## config.mk

```make
export PLATFORM = sky130hd
export DESIGN_NAME = clkgen_multi
export DESIGN_NICKNAME = d
export VERILOG_FILES = /design/src/rtl/clkgen_multi.sv
export SDC_FILE = /design/constraint.sdc
export NUM_CORES = 1
export LEC_CHECK = 0
export BUFFER_PORTS_ARGS = -buffer_cell sky130_fd_sc_hd__buf_4
export CAP_MARGIN = 15
export CELL_PAD_IN_SITES_DETAIL_PLACEMENT = 1
export CELL_PAD_IN_SITES_GLOBAL_PLACEMENT = 1
export CORE_MARGIN = 2
export CORE_UTILIZATION = 40
export CTS_CLUSTER_SIZE = 20
export DETAILED_ROUTE_END_ITERATION = 6
export PLACE_DENSITY = 0.85
export SLEW_MARGIN = 20
export SYNTH_ARGS = -nofsm -noshare
export SYNTH_HDL_FRONTEND = slang
export SYNTH_SLANG_ARGS = --single-unit
export TNS_END_PERCENT = 100
```

## constraint.sdc

```tcl
create_clock -name clkin -period 3.4 [get_ports clkin]
set_input_delay 0.68 -clock clkin [delete_from_list [all_inputs] [get_ports clkin]]
set_output_delay 0.68 -clock clkin [all_outputs]
set_load 0.05 [all_outputs]
```

## src/rtl/clkgen_multi.sv

```systemverilog
`timescale 1ns/1ps
// clkgen_multi: multi-channel integer clock divider with glitch-free reconfiguration and lock flag.
// Per-channel start-phase offsets are built only when CLKGEN_PHASE_EN is defined.
module clkgen_multi #(
    parameter int NUM_CH      = 2,
    parameter int DIV_W       = 8,
    parameter int DEF_DIV     = 40,
    parameter int LOCK_CYCLES = 64
) (
    input  logic                    clkin,
    input  logic                    rst_n,
    input  logic                    cfg_valid,
    output logic                    cfg_ready,
    input  logic [NUM_CH*DIV_W-1:0] cfg_div,
    input  logic [NUM_CH*DIV_W-1:0] cfg_phase,
    output logic [NUM_CH-1:0]       clk_out,
    output logic [NUM_CH-1:0]       clk_en,
    output logic                    lock,
    output logic [1:0]              fsm_state
);

    // cfg handshake: a configuration transfers on any rising edge where cfg_valid && cfg_ready;
    // cfg_valid seen while cfg_ready is low is ignored and must be held by the source.
    typedef enum logic [1:0] {LOCKING = 2'd0, LOCKED = 2'd1, DRAIN = 2'd2} state_t;

    localparam int LW = (LOCK_CYCLES < 2) ? 1 : $clog2(LOCK_CYCLES);
    localparam logic [DIV_W-1:0] DEF_V = (DEF_DIV < 2) ? DIV_W'(2) : DIV_W'(DEF_DIV);

    function automatic logic [DIV_W-1:0] norm_div(input logic [DIV_W-1:0] d);
        return (d < DIV_W'(2)) ? DIV_W'(2) : d;
    endfunction

    function automatic logic [DIV_W:0] half_div(input logic [DIV_W-1:0] d);
        return ({1'b0, d} + (DIV_W+1)'(1)) >> 1;
    endfunction

    state_t            state;
    logic              boot;
    logic [LW-1:0]     lcnt;
    logic [DIV_W-1:0]  div_q   [NUM_CH];
    logic [DIV_W-1:0]  new_div [NUM_CH];
    logic [DIV_W-1:0]  cnt     [NUM_CH];
    logic [NUM_CH-1:0] running;

    logic [DIV_W-1:0]  cnt_n [NUM_CH];
    logic [DIV_W-1:0]  div_n [NUM_CH];
    logic [NUM_CH-1:0] run_n;
    logic [NUM_CH-1:0] out_n;
    logic [NUM_CH-1:0] en_n;
    logic [NUM_CH-1:0] waiting;
    logic              apply;
    logic              hs;
    logic              all_idle;
    logic              draining;

`ifdef CLKGEN_PHASE_EN
    logic [DIV_W-1:0]  wait_q    [NUM_CH];
    logic [DIV_W-1:0]  wait_n    [NUM_CH];
    logic [DIV_W-1:0]  new_phase [NUM_CH];

    always_comb begin
        for (int i = 0; i < NUM_CH; i++) begin
            waiting[i] = (wait_q[i] != '0);
        end
    end
`else
    logic unused_phase;
    assign unused_phase = ^cfg_phase;
    assign waiting      = '0;
`endif

    assign draining  = (state == DRAIN);
    assign all_idle  = (running == '0) && (waiting == '0);
    // The reset apply happens on the first edge out of reset; later ones once a drain has emptied.
    assign apply     = boot || (draining && all_idle);
    assign hs        = cfg_valid && cfg_ready;
    assign fsm_state = state;

    always_comb begin
        for (int i = 0; i < NUM_CH; i++) begin
            run_n[i] = running[i];
            cnt_n[i] = cnt[i];
            div_n[i] = div_q[i];
`ifdef CLKGEN_PHASE_EN
            wait_n[i] = wait_q[i];
`endif
            if (apply) begin
                div_n[i] = new_div[i];
                cnt_n[i] = '0;
`ifdef CLKGEN_PHASE_EN
                wait_n[i] = new_phase[i];
                run_n[i]  = (new_phase[i] == '0);
`else
                run_n[i]  = 1'b1;
`endif
            end else if (running[i]) begin
                // While draining, the period boundary parks the channel low instead of wrapping.
                if (cnt[i] == div_q[i] - DIV_W'(1)) begin
                    cnt_n[i] = '0;
                    run_n[i] = !draining;
                end else begin
                    cnt_n[i] = cnt[i] + DIV_W'(1);
                end
            end
`ifdef CLKGEN_PHASE_EN
            else if (waiting[i]) begin
                wait_n[i] = draining ? '0 : wait_q[i] - DIV_W'(1);
                run_n[i]  = !draining && (wait_q[i] == DIV_W'(1));
            end
`endif
            en_n[i]  = run_n[i] && (cnt_n[i] == '0);
            out_n[i] = run_n[i] && ({1'b0, cnt_n[i]} < half_div(div_n[i]));
        end
    end

    always_ff @(posedge clkin or negedge rst_n) begin
        if (!rst_n) begin
            state     <= LOCKING;
            boot      <= 1'b1;
            lcnt      <= '0;
            cfg_ready <= 1'b0;
            lock      <= 1'b0;
            clk_out   <= '0;
            clk_en    <= '0;
            running   <= '0;
            for (int i = 0; i < NUM_CH; i++) begin
                div_q[i]   <= DEF_V;
                new_div[i] <= DEF_V;
                cnt[i]     <= '0;
`ifdef CLKGEN_PHASE_EN
                wait_q[i]    <= '0;
                new_phase[i] <= '0;
`endif
            end
        end else begin
            boot    <= 1'b0;
            running <= run_n;
            clk_out <= out_n;
            clk_en  <= en_n;
            for (int i = 0; i < NUM_CH; i++) begin
                div_q[i] <= div_n[i];
                cnt[i]   <= cnt_n[i];
`ifdef CLKGEN_PHASE_EN
                wait_q[i] <= wait_n[i];
`endif
            end
            if (apply) begin
                state     <= LOCKING;
                lcnt      <= '0;
                cfg_ready <= 1'b1;
            end else if (hs) begin
                // A handshake beats a lock count completing on the same edge.
                state     <= DRAIN;
                cfg_ready <= 1'b0;
                lock      <= 1'b0;
                for (int i = 0; i < NUM_CH; i++) begin
                    new_div[i] <= norm_div(cfg_div[i*DIV_W +: DIV_W]);
`ifdef CLKGEN_PHASE_EN
                    new_phase[i] <= cfg_phase[i*DIV_W +: DIV_W];
`endif
                end
            end else if (state == LOCKING) begin
                if (lcnt == LW'(LOCK_CYCLES - 1)) begin
                    state <= LOCKED;
                    lock  <= 1'b1;
                end else begin
                    lcnt <= lcnt + LW'(1);
                end
            end
        end
    end

endmodule
```

==> run summary, run 1 <==
Synthesis-to-finish area growth: 24.5%
Layout Nets: 522
WP data required: 3.67 ns
Synth Area in XOR/XNOR: 0.111
Vias per inst: 6.05
Initial antenna violation count: 0
Port buffer count: 26
Die height: 104 microns
Final wirelength: 14300 microns
RSZ-0062 raised after global routing: yes
Max rail drop VDD: 0.393 mV
Area contributors post-synth: dfrtp_1, xnor2_1, ha_1
Ratio of cells with drive above 1 in the final layout: 0.295
Antenna-violating nets left: 0
Total power: 2.69 mW
Synthesized cell area: 4040 sq um
Post-synth ARST share: 1.00
Row count: 36
Largest net degree at the start of global routing: 66
TNS Setup: -0.236 ns
Hold crit path type: in -> async
Top FF cell, synth: dfrtp_1
Die width: 104 microns
Most common cell after layout, fill and taps aside: buf_4
WL/cell: 23.6 microns
Boundary Pins: 43
Gpl congestion: 0.836
Distinct cell type count after synthesis: 63
Clock Tree Buf Depth: 2
Largest family of logic cells by synthesized area: simple AND/OR/NAND/NOR gates
Post-DP HPWL: 7570 microns
Core Util, Final: 0.514
Synth Area in Adders: 0.0651
First-pass GRT wire length: 18700 microns
Leading area contributor after synthesis: dfrtp_1
Post-route DRC: 0
Post-synthesis simple-gate area fraction: 0.179
Reg2reg path depth: 16
Root Buffer: clkbuf_8
Final Hold Fails: 0
Failing checks: setup timing
# Max-Cap Violations: 0
Clock insertion delay at the later pin of the skew report: 0.36 ns
Reg2Reg Setup Slack: -0.22 ns
Final WS setup: -0.217 ns
Hold_ws: 0.421 ns
RR Startpoint: div_q[1]$_DFF_PN0_
Crit path capture type: register
Proportion of synthesized area in mux cells: 0.0741
Worst setup SP type: register
First drt pass iteration count: 5
Vias: 3655
Initial Util: 0.413
CTS Hold Bufs: 0
Cts bufs inserted: 9
Worst setup path class: reg -> reg
Final Setup Violations: 2
Minimum clock period: 3.62 ns
Max FO, Critical Path: 4
Antenna Diode Count: 0
EDFF count, synth: 0
Clk pin slew, worst setup/hold paths: 0.08 ns
Fillers: 1077
Pwr Density: 536 nW/um^2
Initial DRC Count: 264
Leakage power: 2.21 nW
Syn Inst Count: 417
Mean cell area of the mapped netlist: 9.68 sq um
H-tree depth: 3
Number of global-route vias before repair: 3647
CP arrival: 3.89 ns
Commonest non-fill, non-tap cells in the layout: buf_4, dfrtp_1, nor2_1
Worst slew margin: 0.429
Inst Count DP: 574
Pins over their slew limit: 0
Synthesis Warnings: 0
Final Cycle Share: 1.06
Core area: 9770 sq um
Fmax: 276 MHz
Worst Setup EP: clk_out[1]$_DFF_PN0_
Sequential element share of the synthesized area: 0.406
CTS tree: built
Yosys top cell area share: 0.347
Worst slew pin tran: 0.857 ns
Compound-gate portion of the synthesized area: 0.122
Grt ovf: 0
Worst flop-to-flop path endpoint: clk_out[1]$_DFF_PN0_
Syn nets: 473
Crit path launch: div_q[1]$_DFF_PN0_
Clock tree sinks: 65
Full die area: 10900 sq um
Gr usage total: 0.217
FF+latch count, synth: 65
Result of the run: finished, violations left
Setup Skew: 0.00986 ns
Post-route insts no fill: 604
-- worst max-delay path: stages, from the launching register on --
cell	delay [ns]
dfrtp_1	0.43
inv_2	0.12
ha_4	0.15
nor3b_4	0.22
mux2_4	0.33
a22o_1	0.24
o21ai_2	0.24
o31ai_4	0.12
buf_6	0.14
buf_4	0.13
nor2_1	0.22
ha_1	0.31
a21o_1	0.21
a21oi_1	0.16
o221a_2	0.22
o41ai_2	0.07
a41oi_1	0.20
-- area by class of cell --
type / count / area [sq um] / area share
multi-input combinational: 310 / 2420 / 0.482
timing repair buffer: 59 / 477 / 0.0949
inverter: 21 / 78.8 / 0.0157
sequential: 65 / 1640 / 0.326
clock buffer: 12 / 165 / 0.0329
tap: 133 / 166 / 0.0331
clock inverter: 4 / 73.8 / 0.0147
-- flip-flops by register name, indices dropped and copies added (netlist names) --
name       count
clk_en         2
lock           1
lcnt           6
running        2
cfg_ready      1
div_q         16
new_div       16
fsm_state      2
cnt           16
boot           1
clk_out        2
-- kinds of logic (layout without fill, tap and decap cells) --
kind of cell,Yosys count,in the layout
AOI/OAI and AO/OA,68,68
xor gates and xnor gates,51,51
adders and majority gates,21,21
buffers and inverters,42,96
DFF,65,65
muxes,28,28
other,1,1
and+or+nand+nor,141,141
-- power by group --
part / switching, mW / leakage (nW) / internal, mW
Sequential: 0.132 / 0.786 / 0.889
Clock: 0.336 / 0.123 / 0.473
Combinational: 0.490 / 1.30 / 0.372
-- routing by layer --
| layer | up-vias | GRT usage | part of all wire |
|---|---|---|---|
| met5 | - | 0 | 0 |
| met4 | 0 | 0.131 | 0.043 |
| met3 | 58 | 0.0301 | 0.048 |
| met2 | 162 | 0.358 | 0.51 |
| met1 | 1859 | 0.268 | 0.40 |
| li1 | 1576 | - | - |
-- through the flow --
stage	setup slack (ns)	area (sq um)
after CTS	0.0196	4790
after detailed placement	-0.191	4470
after global placement	-0.00295	4470
after floorplan	0.00437	4050
after global routing	-0.295	5020
final	-0.217	5020
-- repair_timing --
action                                  in CTS  in global routing
endpoints found under the setup margin       1                  2
buffers inserted                             6                  8
cloned                                       0                  1
resized for setup                           11                 31
pin swaps                                    3                 14
-- synthesized netlist by cell type (2+ instances only) --
| master | n |
|---|---|
| dfrtp_1 | 56 |
| nor2_1 | 41 |
| xnor2_1 | 35 |
| nand2_1 | 30 |
| ha_1 | 21 |
| inv_1 | 21 |
| xor2_1 | 16 |
| mux2_2 | 15 |
| clkbuf_1 | 14 |
| o21ai_0 | 14 |
| mux2i_1 | 13 |
| nand3_1 | 13 |
| a21oi_1 | 10 |
| dfstp_2 | 9 |
| nand4_1 | 8 |
| nor3_1 | 8 |
| nor4_1 | 7 |
| a21o_1 | 6 |
| and3_1 | 6 |
| buf_2 | 5 |
| or3_1 | 5 |
| a211oi_1 | 4 |
| o31a_1 | 4 |
| o31ai_1 | 4 |
| a31oi_1 | 3 |
| a41oi_1 | 2 |
| and2_1 | 2 |
| and4b_1 | 2 |
| nand3b_1 | 2 |
| nand4b_1 | 2 |
| nor2b_1 | 2 |
| nor4b_1 | 2 |
| o2111ai_1 | 2 |
| o211ai_1 | 2 |
| o21bai_1 | 2 |
| or4_1 | 2 |
-- how the worst min path moves through the flow --
stage | start | slack, ns | endpoint | cells past startpoint
floorplan | rst_n | 0.38 | cfg_ready$_DFFE_PN0N_ | 0
global placement | lock$_DFFE_PN0P_ | 0.49 | lock$_DFFE_PN0P_ | 2
detailed placement | lock$_DFFE_PN0P_ | 0.50 | lock$_DFFE_PN0P_ | 2
CTS | rst_n | 0.44 | new_div[4]$_DFFE_PN0P_ | 1
global route | rst_n | 0.49 | div_q[2]$_DFF_PN0_ | 1
finish | rst_n | 0.42 | new_div[4]$_DFFE_PN0P_ | 1
Power figures use the tool's default switching activity.
==> run 2: changes to the inputs <==
- CORE_MARGIN: 2 -> not set
- CORE_UTILIZATION: 40 -> 42
- PLACE_DENSITY: 0.85 -> 0.88
- TNS_END_PERCENT: 100 -> not set
==> run summary, run 2 (synthesis gave the netlist of run 1 again) <==
Full die area: 10000 sq um
Worst setup SP type: register
Failing checks: setup timing
Clock Tree Buf Depth: 2
First-pass GRT wire length: 19800 microns
Clock share of power: 0.278
Combinational power share: 0.326
Setup Skew: 0.0128 ns
Worst slew margin: 0.412
Worst flop-to-flop path endpoint: clk_out[1]$_DFF_PN0_
RR Startpoint: div_q[1]$_DFF_PN0_
Slowest Stage Delay on Critical Path: 0.48 ns
Port buffer count: 26
Die height: 100 microns
CTS Hold Bufs: 0
Ratio of cells with drive above 1 in the final layout: 0.296
Met1 usage: 0.322
CTS tree: built
Net Sw Frac: 0.390
Switching power: 1.01 mW
Die width: 100 microns
Layout Nets: 521
Crit path capture type: register
Fin area: 4930 sq um
Vias: 3623
Commonest non-fill, non-tap cells in the layout: buf_4, dfrtp_1, nor2_1
Cell Int Power: 1.58 mW
Leakage power: 2.18 nW
Worst slew pin tran: 0.882 ns
CP arrival: 3.91 ns
Initial DRC Count: 244
Most common cell after layout, fill and taps aside: buf_4
M2 GR Usage: 0.452
Flop pwr share: 0.396
Number of global-route vias before repair: 3728
Largest registers: cnt: 16 flops, div_q: 16 flops, new_div: 16 flops
Synthesis-to-finish area growth: 22.2%
Inst Count DP: 572
Reg2reg path depth: 17
Initial antenna violation count: 0
Boundary Pins: 43
Root Buffer: clkbuf_8
Minimum clock period: 3.63 ns
Max rail drop VDD: 0.395 mV
WL/cell: 24.8 microns
Final Setup Violations: 2
Area of the multi-input gates: 2410 sq um
Result of the run: finished, violations left
Clock tree sinks: 65
Cts bufs inserted: 9
Max FO, Critical Path: 5
DP Area: 4460 sq um
Gpl congestion: 0.793
TNS Setup: -0.324 ns
Slowest-stage cell, CP: nor4_1
H-tree depth: 3
Core area: 9280 sq um
CP cell instances: inv_2 > ha_4 > buf_4 > xnor2_1 > nor4_1 > o21ai_1 > buf_4 > o31ai_4 > buf_6 > nor2_1 > ha_2 > a21o_1 > a21o_1 > a211oi_2 > o221a_2 > o41ai_4 > a41oi_2
Post-DP HPWL: 7900 microns
Antenna-violating nets left: 0
WP data required: 3.68 ns
Post-route DRC: 0
Pins over their slew limit: 0
Routing usage on met3: 0.0557
Reg2Reg Setup Slack: -0.23 ns
First drt pass iteration count: 5
Fillers: 1038
Total power: 2.60 mW
Clk pin slew, worst setup/hold paths: 0.08 ns
Final Hold Fails: 0
Final Cycle Share: 1.07
Register Area: 1640 sq um
Vias per inst: 6.05
Fmax: 276 MHz
# Max-Cap Violations: 0
Final WS setup: -0.228 ns
Largest net degree at the start of global routing: 66
Antenna Diode Count: 0
Worst setup path class: reg -> reg
Hold crit path type: in -> async
Gr usage total: 0.262
Pwr Density: 527 nW/um^2
RSZ-0062 raised after global routing: yes
Post-route insts no fill: 599
Final wirelength: 14900 microns
Clock insertion delay at the later pin of the skew report: 0.37 ns
Initial Util: 0.435
Grt ovf: 0
Row count: 35
Global route hottest layer: met2
==> run 2: changes by cell type in the layout (fill, tap and decap cells not counted), moves of 2 or more <==
| cell | change |
|---|---|
| clkbuf_8 | -3 |
| inv_6 | +3 |
| nor3_1 | +3 |
| nor3_2 | -3 |
| dfrtp_1 | -2 |
| dfrtp_2 | +2 |
| o21ai_0 | +2 |
| xnor2_1 | +2 |
| xnor2_2 | -2 |
==> run 2: critical path, delay by kind of cell, from the launching register on <==
family	cells	cell delay, ns
adders and majority gates	2	0.36
DFF	1	0.44
and+or+nand+nor	2	0.54
xor gates and xnor gates	1	0.16
buffers and inverters	4	0.54
AOI/OAI and AO/OA	8	1.49
==> run 2: routing by layer <==
metal,vias to the layer above,wire [microns],part of all wire
li1,1575,-,-
met1,1816,6140,0.41
met2,182,7320,0.49
met3,50,773,0.052
met4,0,619,0.042
met5,-,0,0
==> run 2: metrics by stage <==
step | util | worst slack, ns | hold WS, ns
floorplan | - | 0.00437 | 0.384
global placement | 0.481 | -0.00833 | 0.492
detailed placement | 0.481 | -0.0619 | 0.499
CTS | 0.508 | -0.00343 | 0.451
global route | 0.531 | -0.310 | 0.471
finish | 0.531 | -0.228 | 0.402
==> run 2: how the worst max path moves through the flow <==
stage | start | end | slack, ns | cells after the start
3_3_place_gp | div_q[0]$_DFF_PN0_ | clk_out[1]$_DFF_PN0_ | -0.008 | 16
5_1_grt | div_q[1]$_DFF_PN0_ | clk_out[1]$_DFF_PN0_ | -0.31 | 18
4_1_cts | div_q[2]$_DFF_PN0_ | clk_out[1]$_DFF_PN0_ | -0.003 | 14
6_report | div_q[1]$_DFF_PN0_ | clk_out[1]$_DFF_PN0_ | -0.23 | 17
2_1_floorplan | div_q[0]$_DFF_PN0_ | clk_out[1]$_DFF_PN0_ | 0.004 | 15
3_5_place_dp | div_q[0]$_DFF_PN0_ | clk_out[1]$_DFF_PN0_ | -0.06 | 16
==> run 2: repair_timing <==
item / 4_1_cts / 5_1_grt
pin swaps: 1 / 16
buffers inserted: 1 / 10
endpoints found under the setup margin: 2 / 2
gates resized for setup: 12 / 28
==> run 2: final cells by class <==
type,count,area share
Multi-Input combinational cell,310,0.488
Sequential cell,65,0.333
Inverter,21,0.0160
Timing Repair Buffer,58,0.0891
Clock buffer,9,0.0251
Clock inverter,7,0.0157
Tap cell,129,0.0327
==> run 2: power by group through the flow <==
stage | clock network, mW | logic [mW] | registers (mW)
4_1_cts | 0.693 | 0.706 | 1.00
3_5_place_dp | 0 | 0.668 | 1.01
3_3_place_gp | 0 | 0.615 | 0.998
2_1_floorplan | 0 | 0.454 | 0.995
5_1_grt | 0.751 | 0.892 | 1.03
6_report | 0.723 | 0.847 | 1.03
